**config.mk**
```make
export PLATFORM = sky130hd
export DESIGN_NAME = mem_stage_sram_ctrl
export DESIGN_NICKNAME = d
export VERILOG_FILES = /design/src/rtl/mem_pkg.sv /design/src/rtl/mem_stage_sram_ctrl.sv
export SDC_FILE = /design/constraint.sdc
export NUM_CORES = 1
export LEC_CHECK = 0
export CAP_MARGIN = 10
export CORE_MARGIN = 2
export CORE_UTILIZATION = 39
export CTS_CLUSTER_SIZE = 30
export DETAILED_ROUTE_END_ITERATION = 6
export GPL_ROUTABILITY_DRIVEN = 0
export PLACE_DENSITY_LB_ADDON = 0.3
export SLEW_MARGIN = 20
export SYNTH_ARGS = -nofsm -noshare
export SYNTH_HDL_FRONTEND = slang
export SYNTH_SLANG_ARGS = --single-unit
```
**constraint.sdc**
```tcl
create_clock -name clk -period 1.8 [get_ports clk]
set_clock_uncertainty 0.1 [all_clocks]
set_input_delay 0.27 -clock clk [delete_from_list [all_inputs] [get_ports clk]]
set_output_delay 0.27 -clock clk [all_outputs]
set_load 0.03 [all_outputs]
```
**src/rtl/mem_pkg.sv**
```systemverilog
// Shared types and constants for the memory-stage SRAM controller.
package mem_pkg;

  typedef enum logic [1:0] {
    IDLE = 2'd0,
    LO   = 2'd1,
    HI   = 2'd2,
    DONE = 2'd3
  } state_t;

  localparam int unsigned MEM_BASE_DEF = 32'd1024;

  localparam logic HALF_LO = 1'b0;
  localparam logic HALF_HI = 1'b1;

endpackage

```
**src/rtl/mem_stage_sram_ctrl.sv**
```systemverilog
// MEM stage: splits a 32-bit load/store into two 16-bit SRAM accesses,
// holding ready low so the pipeline freezes until the word is done.
module mem_stage_sram_ctrl
  import mem_pkg::*;
#(
  parameter int unsigned MEM_BASE      = MEM_BASE_DEF,
  parameter int unsigned SRAM_ADDR_W   = 18,
  parameter int unsigned ACCESS_CYCLES = 3
) (
  input  logic                   clk,
  input  logic                   rst,
  input  logic                   mem_r_en,
  input  logic                   mem_w_en,
  input  logic [31:0]            alu_result,
  input  logic [31:0]            st_val,
  output logic                   ready,
  output logic [31:0]            read_data,
  output logic [SRAM_ADDR_W-1:0] sram_addr,
  output logic [15:0]            sram_dq_out,
  input  logic [15:0]            sram_dq_in,
  output logic                   sram_dq_oe,
  output logic                   sram_we_n,
  output logic                   sram_oe_n
);

  localparam logic [3:0] LAST = 4'(ACCESS_CYCLES - 1);

  state_t                 r_state;
  state_t                 w_state_nxt;
  logic [3:0]             r_cnt;
  logic [3:0]             w_cnt_nxt;
  logic                   r_wr;
  logic [SRAM_ADDR_W-2:0] r_word;
  logic [31:0]            r_st_val;
  logic [31:0]            r_read_data;

  logic                   w_req;
  logic                   w_last;
  logic                   w_active;
  logic                   w_half;
  logic                   w_start;
  logic [31:0]            w_off;
  logic                   w_unused;

  assign w_req    = mem_r_en | mem_w_en;
  assign w_last   = (r_cnt == LAST);
  assign w_active = (r_state == LO) || (r_state == HI);
  assign w_half   = (r_state == HI) ? HALF_HI : HALF_LO;
  assign w_start  = (r_state == IDLE) && w_req;

  // Byte offset from the SRAM window; the top bits simply wrap.
  assign w_off    = alu_result - 32'(MEM_BASE);
  assign w_unused = ^{w_off[31:SRAM_ADDR_W+1], w_off[1:0]};

  always_comb begin
    w_state_nxt = r_state;
    w_cnt_nxt   = r_cnt;
    unique case (r_state)
      IDLE: begin
        if (w_req) begin
          w_state_nxt = LO;
          w_cnt_nxt   = 4'd0;
        end
      end
      LO: begin
        if (w_last) begin
          w_state_nxt = HI;
          w_cnt_nxt   = 4'd0;
        end else begin
          w_cnt_nxt   = r_cnt + 4'd1;
        end
      end
      HI: begin
        if (w_last) begin
          w_state_nxt = DONE;
          w_cnt_nxt   = 4'd0;
        end else begin
          w_cnt_nxt   = r_cnt + 4'd1;
        end
      end
      DONE: begin
        w_state_nxt = IDLE;
        w_cnt_nxt   = 4'd0;
      end
      default: begin
        w_state_nxt = IDLE;
        w_cnt_nxt   = 4'd0;
      end
    endcase
  end

  always_ff @(posedge clk) begin
    if (rst) begin
      r_state     <= IDLE;
      r_cnt       <= 4'd0;
      r_wr        <= 1'b0;
      r_word      <= '0;
      r_st_val    <= 32'd0;
      r_read_data <= 32'd0;
    end else begin
      r_state <= w_state_nxt;
      r_cnt   <= w_cnt_nxt;
      if (w_start) begin
        r_wr     <= mem_w_en;
        r_word   <= w_off[SRAM_ADDR_W:2];
        r_st_val <= st_val;
      end
      if (w_active && !r_wr && w_last) begin
        if (w_half == HALF_HI) begin
          r_read_data[31:16] <= sram_dq_in;
        end else begin
          r_read_data[15:0]  <= sram_dq_in;
        end
      end
    end
  end

  // we_n rises in the last cycle so data stays valid past the write edge.
  assign ready       = ((r_state == IDLE) && !w_req) || (r_state == DONE);
  assign read_data   = r_read_data;
  assign sram_addr   = {r_word, w_half};
  assign sram_dq_oe  = w_active && r_wr;
  assign sram_we_n   = !(w_active && r_wr && !w_last);
  assign sram_oe_n   = !(w_active && !r_wr);
  assign sram_dq_out = !(w_active && r_wr) ? 16'd0 :
                       (w_half == HALF_HI) ? r_st_val[31:16] :
                                             r_st_val[15:0];

endmodule

```
==> results.toml <==
[clocking]
cts_root_buf = "clkbuf_8"
clkSlewWorstSetupHoldPaths_ns = 0.08
hold_buffers = 0
cts_buffers = 9
cts_buffer_depth = 2
clk_latency_ns = 0.34
cts_tree = "yes"
htree_levels = 3
clkSinkCount = 88

[drt]
first_pass_iters = 4
drtIter0Drc = 74
drt-total-wl_um = 10900
drc_errors = 0
num_vias = 3565
wl_per_cell_um = 14.8
avgViaCountPerCell = 4.84
ant_nets = 0

[power_and_ir_drop]
seqPwrFrac_pct = 33.2
power_density_nw_per_um2 = 1150
ir_drop_mv = 0.924
power.switching_mw = 2.74
power.total_mw = 7.50
combPwrFrac_pct = 48.7
p_leak_nw = 2.54
internal-power_mw = 4.76
switching_share_pct = 36.5
clockPowerShare_pct = 18.2

[yosys]
synth_edf_count = 0
yosysTopAreaCell = "dfxtp_1"
ys_ff_latch = 88
synth_cell_types = 37
yosys-top-cells-area = "dfxtp_1 45%, mux2i_1 13%, nand2_1 8.3%"
syn_inst = 436
synth_fp_nets = 527
syn_area_um2 = 3880
yosys_warnings = 0
synth_ff_type = "dfxtp_1"
synth-seq-area-share_pct = 45.4
synthArstFlopShare_pct = 0
avgSynthCellArea_um2 = 8.90
synth_top_area_share_pct = 45.4

[sta]
relSlewSlack_pct = 63.8
holdWs_ns = 0.363
drv_slew = 0
worst_slew_pin_slew_ns = 0.542
grt_setup_unrepaired = "true"
period_share_pct = 111
period_needed_ns = 1.99
hold_viol = 0
setup_slack_ns = -0.190
setup_violations = 36
max_freq_ghz = 0.503

[final_layout]
nNetsFinal = 689
syn2layout_area_growth_pct = 67.8
layout-drive-gt1-share_pct = 24.9
final_cell_mix = "110 x clkdlybuf4s50_1, 85 x nand2_1, 85 x dfxtp_1"
final_cell_area_um2 = 6510
final_common_cell = "clkdlybuf4s50_1"

[global_routing]
grt_pass1_wl_um = 17900
gr-total-overflow = 0
grt_max_degree = 38
track_usage_pct = 20.6
grt_pass1_vias = 3621
antenna_found_initial = 1

[critical_path]
worstSetupEndpointType = "output port"
worstPathMaxFanout = 6
startpoint_type = "flip-flop"
reg2reg_depth = 7
crit_type = "reg2out"
worstPathRequired_ns = 1.43
cp.arrival_ns = 1.62

[flow_run]
maxCapViolCount = 0

[floorplan]
start_util_pct = 39.9
core_area_um2 = 9730
num_rows = 36
ios = 154
die_h_um = 104
die-area_um2 = 10800
die_w_um = 104

[place]
io_buffers = 138
dpl.hpwl_um = 6990
pre_cts_ws_ns = -0.211
placed_area_um2 = 5650

[min_path]
min_path_type = "in2reg"
holdPathStages = 3

[run_status]
outcome = "finished, violations left"
violations = "setup timing"
metrics by stage:
stage | utilization (%) | TNS (ns) | instances
4_1_cts | 65.7 | -4.70 | 734
3_3_place_gp | 58.1 | -0.272 | 703
6_report | 66.9 | -4.16 | 737
3_5_place_dp | 58.1 | -0.812 | 703
5_1_grt | 66.9 | -7.63 | 736
2_1_floorplan | - | -0.976 | 436
metal layers:
layer | vias up | global-route usage, % | wire length (um)
li1 | 1800 | - | -
met1 | 1679 | 23.6 | 4630
met2 | 74 | 37.7 | 5710
met3 | 12 | 3.90 | 395
met4 | 0 | 7.92 | 166
met5 | - | 0 | 0
cell usage after synthesis, types with 3 or more instances:
cell type,instances
dfxtp_1,88
nand2_1,86
mux2i_1,49
a21oi_1,44
nand2b_1,32
nor2_1,25
clkbuf_1,21
or2b_2,20
a211oi_1,9
ha_1,7
inv_1,6
nor3b_1,5
buf_2,4
nand4_1,4
nand3_1,3
nor4_1,3
o21ai_0,3
power by group through the flow:
| stage | registers [mW] | clock network, mW | logic (mW) |
|---|---|---|---|
| after global routing | 2.53 | 1.49 | 3.90 |
| after global placement | 2.43 | 0 | 2.66 |
| final | 2.49 | 1.36 | 3.65 |
| after CTS | 2.47 | 1.40 | 3.45 |
| after detailed placement | 2.45 | 0 | 2.72 |
| after floorplan | 2.63 | 0 | 1.46 |
critical path: stages, from the launching register on:
cell	delay, ns
dfxtp_4	0.36
inv_4	0.07
ha_4	0.21
buf_12	0.18
mux2i_4	0.27
nor2_4	0.05
buf_6	0.13
final cells by class:
type	instances	area, um2
fillers	799	3220
multi-input cells	312	2350
repair buffers	181	1980
flip-flops and latches	88	1770
clock buffers	15	196
well taps	133	166
inverters	6	32.5
clock inverters	1	7.51
diodes	1	2.50
repair_timing:
action	4_1_cts	5_1_grt
buffers inserted	11	1
cloned	4	1
pin swaps	10	4
endpoints found under the hold margin	0	0
setup endpoints to repair	36	64
gates resized for setup	76	19
flip-flops by register name, summed over array words and instances (netlist names):
| register | count |
|---|---|
| r_cnt | 4 |
| r_st_val | 32 |
| r_state | 2 |
| r_word | 17 |
| r_wr | 1 |
| read_data | 32 |
worst paths after layout:
path                                end  slack (ns)                     from
max                     sram_dq_out[14]       -0.19  r_state[0]$_SDFFE_PP0P_
min           r_st_val[22]$_SDFFE_PP0P_        0.36               st_val[22]
min reg2reg      r_word[3]$_SDFFE_PP0P_        0.36   r_word[3]$_SDFFE_PP0P_
max reg2reg  read_data[11]$_SDFFE_PP0P_       -0.10  r_state[1]$_SDFFE_PP0P_
cell families (layout without fill, tap and decap cells):
kind of cell | after synthesis | after routing | share of synthesized area (%)
compound gates | 63 | 63 | 9.13
xor+xnor | 2 | 2 | 0.452
fa+ha+maj | 7 | 7 | 2.26
buf+inv | 36 | 203 | 4.32
flops | 88 | 88 | 45.4
mux | 49 | 49 | 12.6
other cells | 0 | 1 | 0
simple gates | 191 | 191 | 25.8
Note: power is estimated with default switching activity, not from simulation.
